## config.mk

```make
export PLATFORM = sky130hd
export DESIGN_NAME = reg_load_arbiter_flat
export DESIGN_NICKNAME = d
export VERILOG_FILES = /design/src/rtl/reg_arb_pkg.sv /design/src/rtl/reg_load_arbiter_if.sv /design/src/rtl/reg_odd.sv /design/src/rtl/reg_load_arbiter.sv /design/src/flat_wrapper.sv
export SDC_FILE = /design/constraint.sdc
export NUM_CORES = 1
export LEC_CHECK = 0
export ABC_AREA = 1
export BUFFER_PORTS_ARGS = -buffer_cell sky130_fd_sc_hd__buf_4
export CAP_MARGIN = 25
export CORE_MARGIN = 2
export CORE_UTILIZATION = 32
export CTS_CLUSTER_SIZE = 8
export DETAILED_ROUTE_END_ITERATION = 10
export GPL_TIMING_DRIVEN = 0
export PLACE_DENSITY = 0.59
export SYNTH_ARGS = -nofsm -noshare
export SYNTH_HDL_FRONTEND = slang
export SYNTH_SLANG_ARGS = --single-unit
```

## constraint.sdc

```tcl
create_clock -name clk -period 1.78 [get_ports clk]
set_input_delay 0.356 -clock clk [delete_from_list [all_inputs] [get_ports clk]]
set_output_delay 0.356 -clock clk [all_outputs]
set_load 0.01 [all_outputs]
```

## src/rtl/reg_arb_pkg.sv

```systemverilog
`default_nettype none
// ============================================================================
// reg_arb_pkg : state encoding shared by the reg_load_arbiter slice
// Revision    : 1.0
// ============================================================================
package reg_arb_pkg;

  localparam int unsigned STATE_W = 3;

  typedef enum logic [STATE_W-1:0] {
    INIT  = 3'd0,
    IDLE  = 3'd1,
    LOAD  = 3'd2,
    ACK   = 3'd3,
    CLEAR = 3'd4
  } state_t;

endpackage
`default_nettype wire

```

## src/rtl/reg_load_arbiter_if.sv

```systemverilog
`default_nettype none
// ============================================================================
// reg_load_arbiter_if : requester/register bundle for reg_load_arbiter
// Revision            : 1.0
// ============================================================================
interface reg_load_arbiter_if #(
  parameter int n   = 8,
  parameter int REQ = 4
);

  localparam int OW = (REQ > 1) ? $clog2(REQ) : 1;

  logic [REQ-1:0]   req_valid;
  logic [REQ*n-1:0] req_data;
  logic [REQ-1:0]   req_ready;
  logic             clr_req;
  logic             clr_ack;
  logic [n-1:0]     reg_q;
  logic [OW-1:0]    owner;
  logic             busy;

  // Requester side drives requests; the arbiter answers.
  modport master (
    output req_valid, req_data, clr_req,
    input  req_ready, clr_ack, reg_q, owner, busy
  );

  modport slave (
    input  req_valid, req_data, clr_req,
    output req_ready, clr_ack, reg_q, owner, busy
  );

endinterface
`default_nettype wire

```

## src/rtl/reg_odd.sv

```systemverilog
`default_nettype none
// ============================================================================
// reg_odd  : n-bit loadable register, synchronous clear wins over load
// Revision : 1.0
// ============================================================================
module reg_odd #(
  parameter int n = 8
) (
  input  wire logic         clk,
  input  wire logic         ld,
  input  wire logic         clr,
  input  wire logic [n-1:0] data_in,
  output logic      [n-1:0] data_out
);

  logic [n-1:0] data_q;

  always_ff @(posedge clk) begin
    if (clr) begin
      data_q <= '0;
    end else if (ld) begin
      data_q <= data_in;
    end
  end

  assign data_out = data_q;

endmodule
`default_nettype wire

```

## src/rtl/reg_load_arbiter.sv

```systemverilog
`default_nettype none
// ============================================================================
// reg_load_arbiter : round-robin grant/load/ack sequencer for one shared
//                    register, with a priority clear request
// Revision         : 1.0
// ============================================================================
module reg_load_arbiter
  import reg_arb_pkg::*;
#(
  parameter int n   = 8,
  parameter int REQ = 4
) (
  input  wire logic         clk,
  input  wire logic         rst_n,
  reg_load_arbiter_if.slave bus
);

  localparam int PTR_W = $clog2(REQ);

  state_t           state_q, state_d;
  logic [PTR_W-1:0] owner_q, owner_d;
  logic [PTR_W-1:0] rr_ptr_q, rr_ptr_d;
  logic [n-1:0]     data_q, data_d;

  logic             reg_ld;
  logic             reg_clr;
  logic [n-1:0]     reg_dout;
  logic [REQ-1:0]   ready;
  logic             clr_ack;
  logic             busy;

  // First valid requester at or after ptr, wrapping modulo REQ.
  function automatic logic [PTR_W-1:0] rr_pick(
    input logic [REQ-1:0]   valid,
    input logic [PTR_W-1:0] ptr
  );
    logic [PTR_W-1:0] idx;
    logic [PTR_W-1:0] pick;
    pick = ptr;
    for (int i = REQ - 1; i >= 0; i--) begin
      idx = ptr + PTR_W'(i);
      if (valid[idx]) begin
        pick = idx;
      end
    end
    return pick;
  endfunction

  always_ff @(posedge clk or negedge rst_n) begin
    if (!rst_n) begin
      state_q  <= INIT;
      owner_q  <= '0;
      rr_ptr_q <= '0;
      data_q   <= '0;
    end else begin
      state_q  <= state_d;
      owner_q  <= owner_d;
      rr_ptr_q <= rr_ptr_d;
      data_q   <= data_d;
    end
  end

  always_comb begin
    state_d  = state_q;
    owner_d  = owner_q;
    rr_ptr_d = rr_ptr_q;
    data_d   = data_q;
    reg_ld   = 1'b0;
    reg_clr  = 1'b0;
    ready    = '0;
    clr_ack  = 1'b0;
    busy     = 1'b1;

    case (state_q)
      INIT: begin
        reg_clr = 1'b1;
        state_d = IDLE;
      end
      IDLE: begin
        busy = 1'b0;
        if (bus.clr_req) begin
          state_d = CLEAR;
        end else if (|bus.req_valid) begin
          owner_d = rr_pick(bus.req_valid, rr_ptr_q);
          data_d  = bus.req_data[int'(owner_d) * n +: n];
          state_d = LOAD;
        end
      end
      LOAD: begin
        reg_ld  = 1'b1;
        state_d = ACK;
      end
      ACK: begin
        ready    = REQ'(1) << owner_q;
        rr_ptr_d = owner_q + PTR_W'(1);
        state_d  = IDLE;
      end
      CLEAR: begin
        reg_clr = 1'b1;
        clr_ack = 1'b1;
        state_d = IDLE;
      end
      default: begin
        state_d = INIT;
      end
    endcase
  end

  reg_odd #(.n(n)) u_reg (
    .clk      (clk),
    .ld       (reg_ld),
    .clr      (reg_clr),
    .data_in  (data_q),
    .data_out (reg_dout)
  );

  assign bus.reg_q     = reg_dout;
  assign bus.owner     = owner_q;
  assign bus.req_ready = ready;
  assign bus.clr_ack   = clr_ack;
  assign bus.busy      = busy;

endmodule
`default_nettype wire

```

## src/flat_wrapper.sv

```systemverilog
// flat-port wrapper written by rule: the top's interface ports become plain ports
module reg_load_arbiter_flat import reg_arb_pkg::*;
#(
  parameter int n   = 8,
  parameter int REQ = 4
)
  (clk, rst_n, bus_req_valid, bus_req_data, bus_clr_req, bus_req_ready, bus_clr_ack, bus_reg_q, bus_owner, bus_busy);
  reg_load_arbiter_if #(.n(n), .REQ(REQ)) bus_i ();
  input  wire logic clk;
  input  wire logic rst_n;
  input wire logic [$bits(bus_i.req_valid)-1:0] bus_req_valid;
  input wire logic [$bits(bus_i.req_data)-1:0] bus_req_data;
  input wire logic [$bits(bus_i.clr_req)-1:0] bus_clr_req;
  output wire logic [$bits(bus_i.req_ready)-1:0] bus_req_ready;
  output wire logic [$bits(bus_i.clr_ack)-1:0] bus_clr_ack;
  output wire logic [$bits(bus_i.reg_q)-1:0] bus_reg_q;
  output wire logic [$bits(bus_i.owner)-1:0] bus_owner;
  output wire logic [$bits(bus_i.busy)-1:0] bus_busy;
  assign bus_i.req_valid = bus_req_valid;
  assign bus_i.req_data = bus_req_data;
  assign bus_i.clr_req = bus_clr_req;
  assign bus_req_ready = bus_i.req_ready;
  assign bus_clr_ack = bus_i.clr_ack;
  assign bus_reg_q = bus_i.reg_q;
  assign bus_owner = bus_i.owner;
  assign bus_busy = bus_i.busy;
  reg_load_arbiter #(.n(n), .REQ(REQ)) u_core (.clk(clk), .rst_n(rst_n), .bus(bus_i));
endmodule
```

==> results.json <==
{
  "violations": "setup timing",
  "syn_inst": 215,
  "post-route-util_pct": 52.62,
  "cp_slowest_cell": "dfrtp_2",
  "end_kind": "flop",
  "cp-start-kind": "flop",
  "io_buffers": 54,
  "finalNonFillerCells": 339,
  "numCtsBuffers": 3,
  "cts_tree": "done",
  "critical_path.top_delay_family": "simple AND/OR/NAND/NOR gates",
  "drv_slew": 0,
  "synth.yosys.seq_area_share_pct": 35.55,
  "grt_setup_unrepaired": "true",
  "first_pass_iters": 4,
  "start_util_pct": 33.90,
  "cts_root_buf": "clkbuf_8",
  "setup_viol": 1,
  "grt_max_degree": 16,
  "drtAntennaViolNets": 0,
  "outcome": "finished, violations left",
  "avgSynthCellArea_um2": 7.007,
  "die_w_um": 72.61,
  "overflow": 0,
  "syn_area_um2": 1506,
  "finalWeightedCongestion": 0.8099,
  "leakage_uw": 0.001183,
  "clock_latency_ns": 0.26,
  "grt_pass1_vias": 1355,
  "synthAdderAreaFrac_pct": 3.322,
  "antenna_cells": 0,
  "clk_pin_slew_worst_paths_ns": 0.08,
  "grt.busiest_layer": "met1",
  "maxCapViolations": 0,
  "crit_chain": "buf_6, o21ai_4, nand2_1, nand2_1, nand2_2, nand2_4, nand2_4, nand2_8, nand2_8, buf_12, nand2_4, nand3_2, nand3_2, nand2_1",
  "cpPeakStageDelay_ns": 0.45,
  "synth.area.mux_share_pct": 0,
  "critPathBufInv": 2,
  "htree_levels": 1,
  "synth_compound_area_share_pct": 5.399,
  "dpl_worst_slack_ns": -0.02189,
  "grt_antenna_before_repair": 0,
  "fmax_mhz": 561.7,
  "skew_ns": 0.008127,
  "syn_nets": 258,
  "layout-drive-gt1-share_pct": 47.39,
  "finalSetupTns_ns": -0.0003668,
  "r2r_slack_ns": -0.0004,
  "route.detailed.drc": 0,
  "routedWlPerCell_um": 12.51,
  "yosys_warnings": 0,
  "layout_setup_ws_ns": -0.0003668,
  "worst_ep_required_time_ns": 1.94,
  "dieArea_um2": 5272,
  "r2r_cells": 14,
  "synthSimpleGateAreaFrac_pct": 46.76,
  "ys_seq_elements": 23,
  "met2_usage_pct": 21.52,
  "worstPathMaxFanout": 5,
  "clk_path_buf_depth": 2,
  "ioPinCount": 55,
  "clock_sinks": 23,
  "worst_slew_pin_slew_ns": 0.4247,
  "grt_usage_pct": 14.93,
  "dp_hpwl_mm": 2.874,
  "synth_top_family_by_area": "simple AND/OR/NAND/NOR gates",
  "maxSlewHeadroom_pct": 71.43,
  "synth_largest_area_cell": "dfrtp_1",
  "cp.arrival_ns": 1.94,
  "coreArea_um2": 4444,
  "synth_top_area_share_pct": 24.92,
  "synth_xor_area_share_pct": 0,
  "rows": 24,
  "placedCellCount": 321,
  "drt_iter0_markers": 113,
  "num_vias": 1624,
  "period_needed_ns": 1.780,
  "finalHoldViolCount": 0,
  "nets": 331,
  "synthTopCellsByArea": "dfrtp_1, nand2_1, nand3_1, dfxtp_1, nand2_2",
  "crit_type": "reg -> reg",
  "vdd.ir_drop.worst_mv": 0.7809,
  "grt_pass1_wl_mm": 6.341,
  "holdPathStages": 3,
  "synth_cell_types": 25,
  "use_met3_pct": 2.072,
  "drt_wl_total_mm": 4.241,
  "min_path_type": "in -> reg",
  "vias_per_cell": 4.791,
  "period_share_pct": 100.0,
  "p_per_area_nw_per_um2": 2023,
  "crit_cells": 14,
  "area_growth_pct": 55.23,
  "gr-usage-met1_pct": 23.08,
  "die_h_um": 72.61
}
[stage by stage]
step / power, uW / cell area (um2) / hold WS (ns)
after floorplan: 2780 / 1506 / 0.06041
after global placement: 3426 / 1977 / 0.2218
after detailed placement: 3453 / 1977 / 0.2245
after CTS: 3910 / 2071 / 0.3175
after global routing: 5129 / 2338 / 0.3291
final: 4731 / 2338 / 0.3198
[sequential cells by signal (all words and copies together), names as in the netlist]
signal	count
u_core.data_q	8
u_core.u_reg.data_out	8
u_core.state_q	3
u_core.bus.owner	2
u_core.rr_ptr_q	2
[worst min-delay path, stage by stage]
cell	delay (ns)
buf_4	0.11
inv_1	0.04
nor2_1	0.04
[per-layer routing]
metal / wire length [um] / up-vias
met2: 1914 / 41
met1: 2065 / 736
met3: 190 / 7
met4: 70 / 0
met5: 0 / -
li1: - / 840
[layout make-up]
type | count | area, um2
clock buffer | 3 | 41.29
fill | 434 | 2106
inverter | 22 | 92.59
timing repair buffer | 65 | 515.5
multi-input combinational | 167 | 1018
sequential | 23 | 538.0
buffer | 6 | 62.56
tap | 52 | 65.06
clock inverter | 1 | 5.005
[cells in the mapped netlist]
master and count:
a21oi_1 1, buf_12 1, buf_2 2, buf_4 1, buf_6 1, clkbuf_1 1
clkinv_1 2, dfrtp_1 15, dfxtp_1 8, ha_1 4, inv_1 14, inv_2 6
nand2_1 63, nand2_2 15, nand2_4 5, nand3_1 47, nand3_2 1, nand3_4 1
nor2_1 11, nor3b_1 1, nor4_1 1, o21a_1 1, o21ai_0 11, o21ai_1 1
o21ai_2 1
[cell usage in the layout, fill, tap and decap left out, drive strengths merged, types with 4 or more instances in the layout]
master  netlist  routed
inv          20      22
nand3        49      50
buf           5      68
ha            4       4
clkbuf        1       5
dfrtp        15      15
nand2        83      85
dfxtp         8       8
o21ai        13      13
nor2         11      11
[path summary, 6_finish.rpt]
path,from,end
max,u_core.rr_ptr_q[0],u_core.data_q[5]
min,bus_clr_req,u_core.state_q[2]
max reg2reg,u_core.rr_ptr_q[0],u_core.data_q[5]
min reg2reg,u_core.u_reg.data_out[3],u_core.u_reg.data_out[3]
max in group asynchronous,rst_n,u_core.rr_ptr_q[1]
min in group asynchronous,rst_n,u_core.data_q[5]
[power by group]
part / internal [uW] / leakage [uW] / switching [uW]
Sequential: 768 / 0.000249 / 187
Combinational: 1480 / 0.000909 / 1980
Clock: 156 / 0.0000255 / 165
[kinds of logic after synthesis]
group	count (synthesis)
buffers and inverters	28
AND/OR/NAND/NOR	145
adder cells (fa/ha/maj)	4
flip-flops	23
AO/OA/AOI/OAI	15
[repair_timing]
item                       CTS  global route
pin swaps                    0            29
hold buffers                 1             0
buffers inserted             1             6
gates resized for setup      6            42
hold endpoints to repair    15             0
cloned                       0             6
setup endpoints to repair    4             9
Power figures use the tool's default switching activity.
